[config.mk]
export PLATFORM = sky130hd
export DESIGN_NAME = pc_sequencer
export DESIGN_NICKNAME = d
export VERILOG_FILES = /design/src/rtl/pc_sequencer.sv
export SDC_FILE = /design/constraint.sdc
export NUM_CORES = 1
export LEC_CHECK = 0
export ABC_AREA = 1
export BUFFER_PORTS_ARGS = -buffer_cell sky130_fd_sc_hd__buf_2
export CORE_AREA = 2 2 123 155
export CTS_CLUSTER_SIZE = 30
export DETAILED_ROUTE_END_ITERATION = 10
export DIE_AREA = 0 0 125 157
export PLACE_DENSITY_LB_ADDON = 0.2
export SYNTH_ARGS = -nofsm -noshare
export SYNTH_HDL_FRONTEND = slang
export SYNTH_SLANG_ARGS = --single-unit
[constraint.sdc]
create_clock -name Clock -period 1.9 [get_ports Clock]
set_clock_uncertainty 0.2 [all_clocks]
set_input_delay 0.38 -clock Clock [delete_from_list [all_inputs] [get_ports Clock]]
set_output_delay 0.38 -clock Clock [all_outputs]
set_load 0.005 [all_outputs]
[src/rtl/pc_sequencer.sv]
// Program-counter sequencer: next PC from NEXT/BRANCH/JUMP/CALL/RETURN, with a circular return-address stack.
// Latency: PC, Depth and error flags update one Clock edge after Op is sampled; Empty/Full follow Depth combinationally.
// Backpressure: Stall=1 freezes PC, RAS and Depth (ClearErr still applies); PC_SEQ_PREV_EN adds the PrevPC capture register.
module pc_sequencer #(
   parameter int ADDR_W                    = 16,
   parameter int OFFSET_W                  = 8,
   parameter int STACK_DEPTH               = 4,
   parameter logic [ADDR_W-1:0] RESET_VECTOR = '0,
   localparam int DEPTH_W                  = $clog2(STACK_DEPTH + 1)
) (
   input  logic                Clock,
   input  logic                Reset,
   input  logic                Stall,
   input  logic [2:0]          Op,
   input  logic [OFFSET_W-1:0] Offset,
   input  logic [ADDR_W-1:0]   Target,
   input  logic                ClearErr,
   output logic [ADDR_W-1:0]   PC,
   output logic [DEPTH_W-1:0]  Depth,
   output logic                Empty,
   output logic                Full,
   output logic                Overflow,
`ifdef PC_SEQ_PREV_EN
   output logic                Underflow,
   output logic [ADDR_W-1:0]   PrevPC
`else
   output logic                Underflow
`endif
);

   typedef enum logic [2:0] {
      OP_NEXT   = 3'b000,
      OP_BRANCH = 3'b001,
      OP_JUMP   = 3'b010,
      OP_CALL   = 3'b011,
      OP_RETURN = 3'b100,
      OP_HOLD   = 3'b101
   } op_e;

   // A single-entry stack still needs a 1-bit pointer; it simply stays at 0.
   localparam int PTR_W = (STACK_DEPTH > 1) ? $clog2(STACK_DEPTH) : 1;
   localparam logic [PTR_W-1:0]   PTR_LAST  = PTR_W'(STACK_DEPTH - 1);
   localparam logic [DEPTH_W-1:0] DEPTH_MAX = DEPTH_W'(STACK_DEPTH);

   logic [ADDR_W-1:0]  pc_q, pc_nxt;
   logic [DEPTH_W-1:0] depth_q, depth_nxt;
   logic [PTR_W-1:0]   wp_q, wp_nxt, wp_inc, wp_dec;
   logic [ADDR_W-1:0]  ras_q [STACK_DEPTH];
   logic               ovf_q, unf_q;
   logic               ovf_set, unf_set;
   logic               push, pop;
   logic               empty, full;
   logic [ADDR_W-1:0]  pc_inc;
   logic [ADDR_W-1:0]  offset_ext;

   assign empty      = (depth_q == '0);
   assign full       = (depth_q == DEPTH_MAX);
   assign pc_inc     = pc_q + ADDR_W'(1);
   // Size cast of a signed operand sign-extends the displacement to PC width.
   assign offset_ext = ADDR_W'($signed(Offset));
   assign wp_inc     = (wp_q == PTR_LAST) ? '0 : wp_q + PTR_W'(1);
   assign wp_dec     = (wp_q == '0) ? PTR_LAST : wp_q - PTR_W'(1);

   // Decode the operation into next PC, stack push/pop and error-set strobes.
   always_comb begin
      pc_nxt  = pc_q;
      push    = 1'b0;
      pop     = 1'b0;
      ovf_set = 1'b0;
      unf_set = 1'b0;
      if (!Stall) begin
         case (op_e'(Op))
            OP_NEXT:   pc_nxt = pc_inc;
            OP_BRANCH: pc_nxt = pc_q + offset_ext;
            OP_JUMP:   pc_nxt = Target;
            OP_CALL: begin
               push    = 1'b1;
               pc_nxt  = Target;
               ovf_set = full;
            end
            OP_RETURN: begin
               if (empty) begin
                  pc_nxt  = pc_inc;
                  unf_set = 1'b1;
               end else begin
                  pop    = 1'b1;
                  pc_nxt = ras_q[wp_dec];
               end
            end
            default:   pc_nxt = pc_q;
         endcase
      end
   end

   // Depth saturates on push while full: the oldest entry is silently overwritten.
   always_comb begin
      depth_nxt = depth_q;
      wp_nxt    = wp_q;
      if (push) begin
         wp_nxt = wp_inc;
         if (!full) depth_nxt = depth_q + DEPTH_W'(1);
      end else if (pop) begin
         wp_nxt    = wp_dec;
         depth_nxt = depth_q - DEPTH_W'(1);
      end
   end

   // PC, stack bookkeeping and sticky flags; a new error on the clearing edge wins.
   always_ff @(posedge Clock or posedge Reset) begin
      if (Reset) begin
         pc_q    <= RESET_VECTOR;
         depth_q <= '0;
         wp_q    <= '0;
         ovf_q   <= 1'b0;
         unf_q   <= 1'b0;
      end else begin
         pc_q    <= pc_nxt;
         depth_q <= depth_nxt;
         wp_q    <= wp_nxt;
         ovf_q   <= ovf_set | (ovf_q & ~ClearErr);
         unf_q   <= unf_set | (unf_q & ~ClearErr);
      end
   end

   // Stack storage needs no reset: entries are only read once Depth says they are valid.
   always_ff @(posedge Clock) begin
      if (push) ras_q[wp_q] <= pc_inc;
   end

`ifdef PC_SEQ_PREV_EN
   logic [ADDR_W-1:0] prev_pc_q;

   // Capture the outgoing PC on every non-stalled edge for fault-address reporting.
   always_ff @(posedge Clock or posedge Reset) begin
      if (Reset)       prev_pc_q <= RESET_VECTOR;
      else if (!Stall) prev_pc_q <= pc_q;
   end

   assign PrevPC = prev_pc_q;
`else
`endif

   assign PC        = pc_q;
   assign Depth     = depth_q;
   assign Empty     = empty;
   assign Full      = full;
   assign Overflow  = ovf_q;
   assign Underflow = unf_q;

endmodule
### After elaboration in Yosys (flattened, before gate mapping)

Memories as Yosys holds them, arrays and structs flattened.
Index checks and enable logic that the tools add are counted.

| word-level totals | value |
|---|---|
| register bits after elaboration | 23 |
| bits in latches | 0 |
| bits in writable memories | 64 |
| bits in read-only memories | 0 |
| word-level logic and storage cells | 54 |
| memories kept | 1 |

Memory list:

| memory | depth | width | rd ports | clocked after memory_dff | wr ports | line | RTL |
|---|---|---|---|---|---|---|---|
| ras_q | 4 | 16 | 1 | 0 | 1 | 48 | `logic [ADDR_W-1:0] ras_q [STACK_DEPTH];` |

| operators by class | value |
|---|---|
| add/subtract/negate cells | 6 |
| $mul | 0 |
| div/mod/pow operators | 0 |
| $lt $le $gt $ge | 0 |
| equal/unequal tests | 7 |
| shifts and indexed selects | 0 |
| muxes and demuxes | 21 |
| bitwise logic cells | 6 |
| reduce and logical (&&, ||, !) cells | 8 |

Operators with widths:

| kind | count |
|---|---|
| $pmux W16 S4 | 1 |
| $add A16 B1 Y16 const B | 1 |
| $add A16 B16 Y16 | 1 |
| $mux W16 | 1 |
| $mux W1 | 12 |
| $mux W3 | 3 |
| $mux W2 | 4 |
| $eq A3 B2 Y1 const B | 2 |
| $eq A3 B3 Y1 const B | 2 |
| $logic_not A3 Y1 | 2 |
| $reduce_and A2 Y1 | 2 |
| $reduce_bool A4 Y1 | 1 |
| $add A3 B1 Y3 const B | 1 |
| $eq A3 B1 Y1 const B | 1 |
| $sub A3 B1 Y3 const B | 1 |
| $add A2 B1 Y2 const B | 1 |
| $and A1 B1 Y1 | 2 |
| $eq A2 B2 Y1 const B | 1 |
| $logic_not A2 Y1 | 1 |
| $ne A2 B2 Y1 const B | 1 |
| $not A1 Y1 | 2 |
| $or A1 B1 Y1 | 2 |
| $reduce_bool A2 Y1 | 1 |
| $reduce_or A2 Y1 | 1 |
| $sub A2 B1 Y2 const B | 1 |

### Depth between registers and ports, before layout

Gate-level depths: netlist of run 1.

| depth | value |
|---|---|
| depth after elaboration | 6 |
| mapped depth | 14 |

### Worst setup path before layout of run 1

No wires, ideal clock.

| timing path | value |
|---|---|
| path kind | input port to flip-flop |
| start | in Op[1] |
| end | mem ras_q[1][0] (enable) |
| setup time | 0.389 ns |
| data arrival time | 1.771 ns |
| required time | 1.311 ns |
| setup slack | -0.460 ns |
| stages | 6 |
| path buffers | 0 |
| cells stage by stage | inv_1 -> nor2_4 -> inv_2 -> nor3_4 -> inv_1 -> nor2_1 |

| on the way | value |
|---|---|
| longest elaborated chain between the ends | 5 |

RTL lines:

| item | line | RTL |
|---|---|---|
| start: declaration | 14 | `input logic [2:0] Op,` |
| $eq A3 B2 Y1 | 72 | `case (op_e'(Op))` |
| $mux W1 | 72 |  |
| $mux W1 | 71 | `if (!Stall) begin` |
| $mux W1 | 127 | `if (push) ras_q[wp_q] <= pc_inc;` |
| $mux W1 (implied by the code) | 127 |  |
| end: declaration | 48 |  |

No other way between the ends.

### Final worst setup path of run 1

| timing path | value |
|---|---|
| start | reg pc_q[0] (netlist: PC[0]) |
| end | reg pc_q[12] (netlist: PC[12]) |

| on the way | value |
|---|---|
| longest elaborated chain between the ends | 3 |

RTL lines:

| item | line | RTL |
|---|---|---|
| start: declaration | 45 | `logic [ADDR_W-1:0] pc_q, pc_nxt;` |
| start signal: assignment | 117 | `pc_q <= pc_nxt;` |
| $add A16 B1 Y16 | 58 | `assign pc_inc = pc_q + ADDR_W'(1);` |
| $mux W16 | 82 | `if (empty) begin` |
| $pmux W16 S4 (*) | 72 |  |

Mark *: on every way between the ends. The rest lies on a longest branch, timed or not.
A chain may end at the register's enable or synchronous reset.

==> reports/metrics.csv, run 1 <==
metric;value;unit
status;finished with violations;
failing checks;setup timing;
detailed-route via count;4967;
ys async rst share;26.4;%
CTS Root Cell;clkbuf_16;
Setup TNS;-0.156;ns
Clock Tree Buf Depth;2;
1st-pass router iterations;4;
Hold Path Class;primary input to flip-flop;
clock sinks;87;
MaxCap Viol Count;0;
Adder-Cell Fraction of Synth Area;5.42;%
final hold vios;0;
Synth Area in Compound Gates;5.85;%
GRT Util Overall;16.6;%
IO Count;54;
Pwr Density;1320;mW/mm2
FMAX;517;MHz
Slew @ Worst Pin;0.388;ns
Iter 0 DRT Violations;192;
Cell Rows;55;
CTS tree;done;
Synth Cell Area;0.00535;mm2
mux share of post-synthesis cell area;0;%
final wirelength;16.2;mm
share of layout cells above drive strength 1;37.4;%
Syn Inst Count;687;
area grow syn2layout;45.6;%
Seq/Total Area, Yosys;46.7;%
CP startpoint kind;flip-flop;
Die Y;157;um
crit path DAT;1.97;ns
RSZ-0062 raised after global routing;yes;
drt drc;0;
RD Place Congestion;0.814;
Die W;125;um
Setup Slack @ Placement;-0.252;ns
register area;0.00250;mm2
Clock Pin Slew Worst Setup and Hold Paths;0.07;ns
Detailed Place HPWL;12.3;mm
ant diodes;0;
vias in the first global route;4854;
largest net degree at the start of global routing;24;
vias per cell;4.56;
Worst Setup End Kind;flip-flop;
finished layout cell area;0.00779;mm2
Clock Latency Late Sink;0.34;ns
Finished Layout Cells;1090;
placed instance area;0.00673;mm2
worst hold slack;0.0285;ns
Yosys reg bits;87;
Final setup viols;12;
Synth Warn #;0;
unique cell type count in the Yosys netlist;32;
Setup WS post-layout;-0.0336;ns
cts bufs inserted;9;
Post-Synth XOR/XNOR Area;1.96;%
crit-path max cell delay;0.40;ns
Critical Path RT;1.94;ns
nets;910;
Most Frequent Cell on Critical Path;nand3_2;
post-layout min period;1.93;ns
post-route ant nets;0;
Initial Util;29.7;%
final count of pins violating max slew;0;
post-synthesis area per instance;7.79;um2
Core Area;0.0180;mm2
Post-Synthesis Net Count;740;
peak fanout along the critical path;3;
Buffers & Inverters on Critical Path;3;
first-pass GRT wire length;25.2;mm
VDD IR max;630;uV
Rel. slew slack;74.1;%
CP Class;flip-flop to flip-flop;
Port Buffers;53;
Post-synth EDFFs;64;
post-synthesis simple-gate area fraction;30.9;%
main combinational cell family by area after synthesis;simple AND/OR/NAND/NOR gates;
DP Cell Count;1055;
antenna violations before repair;0;
footprint of the multi-input gates;0.00294;mm2
final worst path period share;102;%
GR Overflow Total;0;
CP delay by family, top;simple AND/OR/NAND/NOR gates;
drt wl/cell;14.8;um
commonest register cell after synthesis;edfxtp_1;
number of fillers in the final layout;1852;
Leak;3.59;nW
critical-path cell list;ha_4, inv_2, fa_2, inv_2, nand3_2, nand3_4, nand3_2, nand3_2, nand2_2, nand3_2, nand3_2, nand2_1, inv_1;
slowest stage cell, crit path;dfrtp_1;
die area;0.0196;mm2
H-tree depth;3;
-- layer usage --
layer,GRT usage [%],part of all wire (%)
met5,0,0
met4,6.98,3.2
met3,1.67,1.9
met2,31.3,54
met1,19.2,41
-- cell type report --
| class | instances | share of cell area (%) |
|---|---|---|
| inverter | 111 | 5.35 |
| clock inverter | 7 | 1.01 |
| sequential | 87 | 32.1 |
| clock buffer | 9 | 2.89 |
| multi-input combinational | 474 | 37.7 |
| timing repair buffer | 174 | 17.3 |
| tap | 228 | 3.66 |
-- per-stage QoR --
step	utilization [%]	power [mW]
after floorplan	-	5.09
after global placement	37.3	7.33
after detailed placement	37.3	7.34
after CTS	41.0	9.79
after global routing	43.2	11.0
final	43.2	10.3
-- cell usage after synthesis (all sizes together) (6+ instances only) --
master  count  area [um2]
nand2     210         793
inv       111         417
nand3      81         405
nor2       67         277
edfxtp     64        1920
a21oi      26         141
o21ai      26         130
dfrtp      23         576
ha         20         250
and2        9        56.3
buf         9        53.8
xor2        9        78.8
clkbuf      6        22.5
nor3        6        52.6
-- sequential cells by signal, summed over array words and instances, names as in the netlist --
register and count:
Overflow 1, ras_q 64, wp_q 2, Underflow 1
Depth 3, PC 16
-- kinds of logic after synthesis --
group,count (synthesis)
buf+inv,126
flops,87
compound gates,57
fa+ha+maj,22
simple gates,383
xor+xnor,12
-- power breakdown --
group | switching, mW | internal (mW) | leakage [nW]
combinational | 3.13 | 2.73 | 2.61
clock | 0.777 | 1.04 | 0.151
sequential | 0.195 | 2.42 | 0.837
-- cell usage in the layout (no fill, tap or decap), types with 3 or more instances in the layout --
cell type,n
buf_4,101
and2_4,4
nand3b_1,5
xnor2_1,3
nor2_1,48
nor2_2,11
ha_1,6
buf_6,9
nand2_1,180
nand3_4,4
edfxtp_1,64
a21oi_1,19
nor2_4,8
and2_1,4
nand2_2,26
buf_12,10
a41oi_2,3
o21ai_1,10
buf_2,52
nand2_4,4
inv_1,96
nand3_2,25
inv_2,15
a21oi_2,7
o21ai_0,15
nand4_1,4
nor3_4,3
clkbuf_16,9
nand3_1,52
ha_4,13
xor2_1,8
dfrtp_1,21
-- worst paths after layout --
kind	from	to	slack [ns]	cells after the start
worst max register to register	PC[0]$_DFFE_PP0P_	PC[12]$_DFFE_PP0P_	-0.03	13
worst min-delay path	ClearErr	Underflow$_DFF_PP0_	0.03	2
max in group asynchronous	Reset	PC[7]$_DFFE_PP0P_	0.79	4
min in group asynchronous	Reset	Underflow$_DFF_PP0_	0.43	4
worst min register to register	Overflow$_DFF_PP0_	Overflow$_DFF_PP0_	0.33	2
worst max-delay path	PC[0]$_DFFE_PP0P_	PC[12]$_DFFE_PP0P_	-0.03	13
-- repair_timing --
action                                 4_1_cts  5_1_grt
endpoints found under the hold margin       23        0
resized for setup                           54       91
cloned                                       1        0
setup buffers                                6       13
setup endpoints to repair                   24       46
hold buffers                                 1        0
pin swaps                                   15       38
No activity file was read; power rests on OpenSTA's default activity.
==> inputs of run 2 (changes only) <==
Settings changed: BUFFER_PORTS_ARGS -buffer_cell sky130_fd_sc_hd__buf_2 to -buffer_cell sky130_fd_sc_hd__buf_4.
==> run 2 against run 1 <==
Compared with the run above: the flow still finishes with violations (setup timing); clock-buffer cell count stayed put; combinational power is essentially flat; first-iteration DRC count up 5.2%; worst setup slack got worse by 0.042 ns; clock power rose by 3%; worst hold slack barely moved; sequential share of layout area is 0.42 points lower; register-to-register slack got worse by 0.04 ns; critical endpoint is now PC[10]$_DFFE_PP0P_; highest routed layer unchanged.
==> reports/metrics.csv, run 2 (synthesis results as in run 1) <==
metric;value;unit;change
status;finished with violations;;
failing checks;setup timing;;
Finished Layout Cells;1088;;-0.18%
crit path DAT;2.02;ns;+0.05 ns
Largest register FFs;64;;unchanged
drt wl/cell;14.8;um;about the same
MaxCap Viol Count;0;;unchanged
largest net degree at the start of global routing;24;;unchanged
CTS tree;done;;
H-tree depth;3;;unchanged
final wirelength;16.1;mm;-0.27%
Detailed Place HPWL;12.1;mm;-1.3%
Pwr Density;1310;mW/mm2;-0.97%
Hold Path Class;primary input to flip-flop;;
Slew @ Worst Pin;0.343;ns;-0.0448 ns
Rel. slew slack;77.1;%;+3.0 points
ant diodes;0;;unchanged
DP Cell Count;1056;;+0.095%
CTS Root Cell;clkbuf_16;;
Die W;125;um;unchanged
peak fanout along the critical path;4;;+1
post-route ant nets;0;;unchanged
Worst Setup End Kind;flip-flop;;
Clock Latency Late Sink;0.34;ns;about the same
cts bufs inserted;9;;unchanged
Iter 0 DRT Violations;202;;+5.2%
RD Place Congestion;0.860;;+5.6%
vias per cell;4.48;;-1.7%
finished layout cell area;0.00790;mm2;+1.4%
Setup WS post-layout;-0.0751;ns;-0.0415 ns
1st-pass router iterations;4;;unchanged
FMAX;506;MHz;-2.1%
area grow syn2layout;47.6;%;
post-layout min period;1.98;ns;+0.0415 ns
worst hold slack;0.0282;ns;-0.000301 ns
Clock Pin Slew Worst Setup and Hold Paths;0.07;ns;about the same
Reg with most FFs;ras_q;;
GRT Util Overall;16.4;%;-0.20 points
nets;908;;-0.22%
final hold vios;0;;unchanged
Final setup viols;6;;-6
Initial Util;29.7;%;unchanged
Die Y;157;um;unchanged
Core Area;0.0180;mm2;unchanged
CP startpoint kind;flip-flop;;
GR Overflow Total;0;;unchanged
number of fillers in the final layout;1809;;-2.3%
Critical Path RT;1.94;ns;about the same
die area;0.0196;mm2;unchanged
detailed-route via count;4873;;-1.9%
Cell Rows;55;;unchanged
final worst path period share;104;%;+2.2 points
Util after Layout;43.8;%;+0.60 points
most frequent cells in the layout;185 x nand2_1, 152 x buf_4, 101 x inv_1;;
RSZ-0062 raised after global routing;yes;;
first-pass GRT wire length;25.0;mm;-0.96%
Port Buffers;53;;unchanged
vias in the first global route;4886;;+0.66%
share of layout cells above drive strength 1;35.6;%;-1.8 points
leading cell type in the layout, fill and taps excluded;nand2_1;;
Leak;3.63;nW;+1.0%
Clock Tree Buf Depth;2;;unchanged
final count of pins violating max slew;0;;unchanged
drt drc;0;;unchanged
IO Count;54;;unchanged
antenna violations before repair;0;;unchanged
clock sinks;87;;unchanged
VDD IR max;474;uV;-25%
placed instance area;0.00686;mm2;+1.9%
CP Class;flip-flop to flip-flop;;
-- run 2: layer usage --
| layer | wire length (um) | up-vias | share of wire [%] | global-route usage (%) |
|---|---|---|---|---|
| li1 | - | 2546 | - | - |
| met1 | 6890 | 2266 | 43 | 19.1 |
| met2 | 8720 | 48 | 54 | 31.2 |
| met3 | 231 | 13 | 1.4 | 2.04 |
| met4 | 275 | 0 | 1.7 | 5.66 |
| met5 | 0 | - | 0 | 0 |
-- run 2: timing repair --
| action | in CTS | in global routing |
|---|---|---|
| hold buffers | 1 | 0 |
| resized for setup | 38 | 90 |
| pin swaps | 5 | 32 |
| setup buffers | 2 | 10 |
| endpoints found under the setup margin | 21 | 49 |
| cloned | 1 | 3 |
| endpoints found under the hold margin | 23 | 0 |
-- run 2: where the power goes --
group | leakage, nW | internal, mW | switching, mW
Sequential | 0.836 | 2.42 | 0.206
Combinational | 2.64 | 2.79 | 3.06
Clock | 0.150 | 1.05 | 0.806
-- run 2: path summary, 6_finish.rpt --
path	startpoint	end	slack, ns	cells past startpoint
max	PC[0]$_DFFE_PP0P_	PC[10]$_DFFE_PP0P_	-0.08	14
min	ClearErr	Underflow$_DFF_PP0_	0.03	2
max reg2reg	PC[0]$_DFFE_PP0P_	PC[10]$_DFFE_PP0P_	-0.08	14
min reg2reg	Underflow$_DFF_PP0_	Underflow$_DFF_PP0_	0.35	2
max in group asynchronous	Reset	PC[11]$_DFFE_PP0P_	0.76	4
min in group asynchronous	Reset	PC[14]$_DFFE_PP0P_	0.45	4
-- run 2: area by class of cell --
| type | count | area (um2) | area share [%] |
|---|---|---|---|
| clock inverters | 7 | 86.3 | 1.09 |
| clock buffers | 9 | 225 | 2.85 |
| flip-flops and latches | 87 | 2500 | 31.7 |
| well taps | 228 | 285 | 3.61 |
| inverters | 111 | 419 | 5.31 |
| multi-input cells | 474 | 2890 | 36.6 |
| repair buffers | 172 | 1490 | 18.8 |
-- run 2: stage by stage --
stage	setup WS, ns	total power [mW]	TNS [ns]
detailed placement	-0.288	7.36	-2.39
global placement	-0.297	7.34	-2.28
global route	-0.176	11.1	-2.75
CTS	-0.0281	9.67	-0.0811
finish	-0.0751	10.3	-0.179
floorplan	-0.202	5.09	-11.61
-- run 2: worst max-delay path, stage by stage, from the launching register on --
cell,delay [ns]
dfrtp_1,0.40
ha_4,0.16
inv_2,0.03
fa_2,0.34
inv_4,0.09
nand2_2,0.07
nand3_4,0.10
buf_4,0.12
nand2_2,0.04
nand2_1,0.05
nand2_1,0.05
nand3_1,0.07
nand3_1,0.06
nand2_1,0.06
inv_1,0.04
==> inputs of run 3 (changes only) <==
Settings changed: ABC_CLOCK_PERIOD_IN_PS from default to 1900, CAP_MARGIN from default to 40, REMOVE_ABC_BUFFERS from default to 1.
==> run 3 against run 2 <==
Compared with the run above: combinational power rose by 7.7%; critical path depth did not move; worst setup slack gained 0.055 ns; clock power shrank 5%; largest power group unchanged; highest routed layer unchanged; critical endpoint is now PC[15]$_DFFE_PP0P_; sequential power hardly changed; die area stayed put; non-clock buffer count is 5 higher; design area up 1.9%; core utilization rose by 0.82 points; power rose by 3.4%; the run still ends with setup timing left; worst hold slack better by 0.018 ns.
==> reports/metrics.csv, run 3 (synthesis results as in run 1) <==
metric;value;unit;change
status;finished with violations;;
failing checks;setup timing;;
Port Buffers;53;;unchanged
Hold Path Class;primary input to flip-flop;;
area grow syn2layout;50.4;%;
first-pass GRT wire length;26.4;mm;+5.6%
1st-pass router iterations;5;;+1
CTS Root Cell;clkbuf_16;;
share of layout cells above drive strength 1;37.1;%;+1.5 points
nets;913;;+0.55%
placed instance area;0.00684;mm2;-0.26%
Clock Pin Slew Worst Setup and Hold Paths;0.06;ns;about the same
final count of pins violating max slew;0;;unchanged
Clock Tree Buf Depth;2;;unchanged
CP Class;flip-flop to flip-flop;;
peak fanout along the critical path;5;;+1
CP startpoint kind;flip-flop;;
detailed-route via count;4938;;+1.3%
leading cell type in the layout, fill and taps excluded;nand2_1;;
Largest register FFs;64;;unchanged
drt drc;0;;unchanged
Cell Rows;55;;unchanged
Final setup viols;5;;-1
crit-path max cell delay;0.35;ns;-0.05 ns
Most Frequent Cell on Critical Path;nand2_1;;
vias per cell;4.52;;+0.87%
worst r2r path cells;14;;unchanged
GRT Util Overall;17.3;%;+0.88 points
antenna violations before repair;0;;unchanged
Core Area;0.0180;mm2;unchanged
final wirelength;16.6;mm;+2.9%
Switching Share;38.9;%;-0.52 points
MaxCap Viol Count;0;;unchanged
worst hold slack;0.0465;ns;+0.0183 ns
clock sinks;87;;unchanged
Hold Crit Depth;2;;unchanged
Die W;125;um;unchanged
HP Start;ClearErr;;
crit path DAT;1.95;ns;-0.07 ns
Rel. slew slack;73.4;%;-3.7 points
Setup Slack @ Placement;-0.290;ns;-0.00110 ns
Critical Path RT;1.93;ns;about the same
VDD IR max;444;uV;-6.3%
Flop pwr share;24.6;%;-0.8 points
Setup TNS;-0.0625;ns;+0.116 ns
clock power share;16.5;%;-1.5 points
Leak;3.70;nW;+1.8%
RD Place Congestion;0.809;;-6.0%
drt wl/cell;15.2;um;+2.5%
Iter 0 DRT Violations;211;;+4.5%
H-tree depth;3;;unchanged
Reg with most FFs;ras_q;;
Gate power share;58.9;%;+2.3 points
IO Count;54;;unchanged
slowest stage cell, crit path;dfrtp_1;;
register area;0.00250;mm2;about the same
number of fillers in the final layout;1825;;+0.88%
Clock Latency Late Sink;0.34;ns;about the same
post-layout min period;1.92;ns;-0.0545 ns
RSZ-0062 raised after global routing;yes;;
ant diodes;0;;unchanged
R2R Setup Slk;-0.02;ns;+0.05 ns
CTS tree;done;;
Initial Util;29.7;%;unchanged
most frequent cells in the layout;177 x nand2_1, 148 x buf_4, 100 x inv_1;;
FMAX;521;MHz;+2.8%
footprint of the multi-input gates;0.00296;mm2;+2.2%
finished layout cell area;0.00805;mm2;+1.9%
DP Cell Count;1055;;-0.095%
Worst Setup End Kind;flip-flop;;
largest net degree at the start of global routing;24;;unchanged
Worst Setup SP;wp_q[1]$_DFFE_PP0P_;;
cts bufs inserted;9;;unchanged
Cell Int Power;6.53;mW;+4.3%
Finished Layout Cells;1093;;+0.46%
Setup WS post-layout;-0.0206;ns;+0.0545 ns
Slew @ Worst Pin;0.398;ns;+0.0546 ns
Pwr Density;1330;mW/mm2;+1.5%
Detailed Place HPWL;11.9;mm;-2.2%
Switch Pwr;4.16;mW;+2.0%
reg2reg start;wp_q[1]$_DFFE_PP0P_;;
die area;0.0196;mm2;unchanged
vias in the first global route;4951;;+1.3%
post-route ant nets;0;;unchanged
critical-path cell list;inv_2, ha_4, inv_4, nand2_4, buf_6, bufbuf_16, nand2_1, nand3_1, nand3_2, nand3_2, inv_2, nand2_1, nand2_1, nand2_1;;
Die Y;157;um;unchanged
final hold vios;0;;unchanged
GR Overflow Total;0;;unchanged
final worst path period share;101;%;-2.9 points
[run 3: cell count changes in the layout (fill, tap and decap cells not counted), sizes merged]
cell / delta
buf: +6
bufbuf: +1
clkbuf: -2
clkinv: +3
inv: -3
[run 3: final cells by class]
cell class              instances  area share [%]
multi-input cells             474            36.8
flip-flops and latches         87            31.1
repair buffers                177            19.7
inverters                     111            5.21
well taps                     228            3.55
clock buffers                   9            2.80
clock inverters                 7           0.902
[run 3: final timing paths]
kind,to
min in group asynchronous,Overflow$_DFF_PP0_
worst min-delay path,Underflow$_DFF_PP0_
worst min register to register,Overflow$_DFF_PP0_
max in group asynchronous,PC[3]$_DFFE_PP0P_
worst max register to register,PC[15]$_DFFE_PP0P_
worst max-delay path,PC[15]$_DFFE_PP0P_
[run 3: layer usage]
metal / global-route usage (%) / up-vias / wire length, um
li1: - / 2559 / -
met1: 20.9 / 2308 / 7250
met2: 32.8 / 59 / 8860
met3: 1.90 / 12 / 287
met4: 4.60 / 0 / 192
met5: 0 / - / 0
[run 3: repair_timing]
item	in CTS	in global routing
cloned	4	0
gates resized for setup	81	81
setup endpoints to repair	16	45
pin swaps	24	32
hold buffers	1	0
setup buffers	10	10
endpoints found under the hold margin	23	0
[run 3: power by group through the flow]
stage	clock network, mW	registers (mW)	logic (mW)
finish	1.76	2.63	6.30
global route	1.87	2.65	6.97
CTS	1.79	2.60	5.86
detailed placement	0	2.60	4.78
global placement	0	2.61	4.75
floorplan	0	2.68	2.28
[run 3: critical path: cells and delay by family, from the launching register on]
kind / cells / cell delay (ns)
fa+ha+maj: 1 / 0.17
buf+inv: 5 / 0.56
flops: 1 / 0.35
simple gates: 8 / 0.52
[run 3: through the flow]
step	total power [mW]	util [%]
floorplan	4.96	-
global placement	7.36	37.9
detailed placement	7.39	37.9
CTS	10.2	42.7
global route	11.5	44.6
finish	10.7	44.6
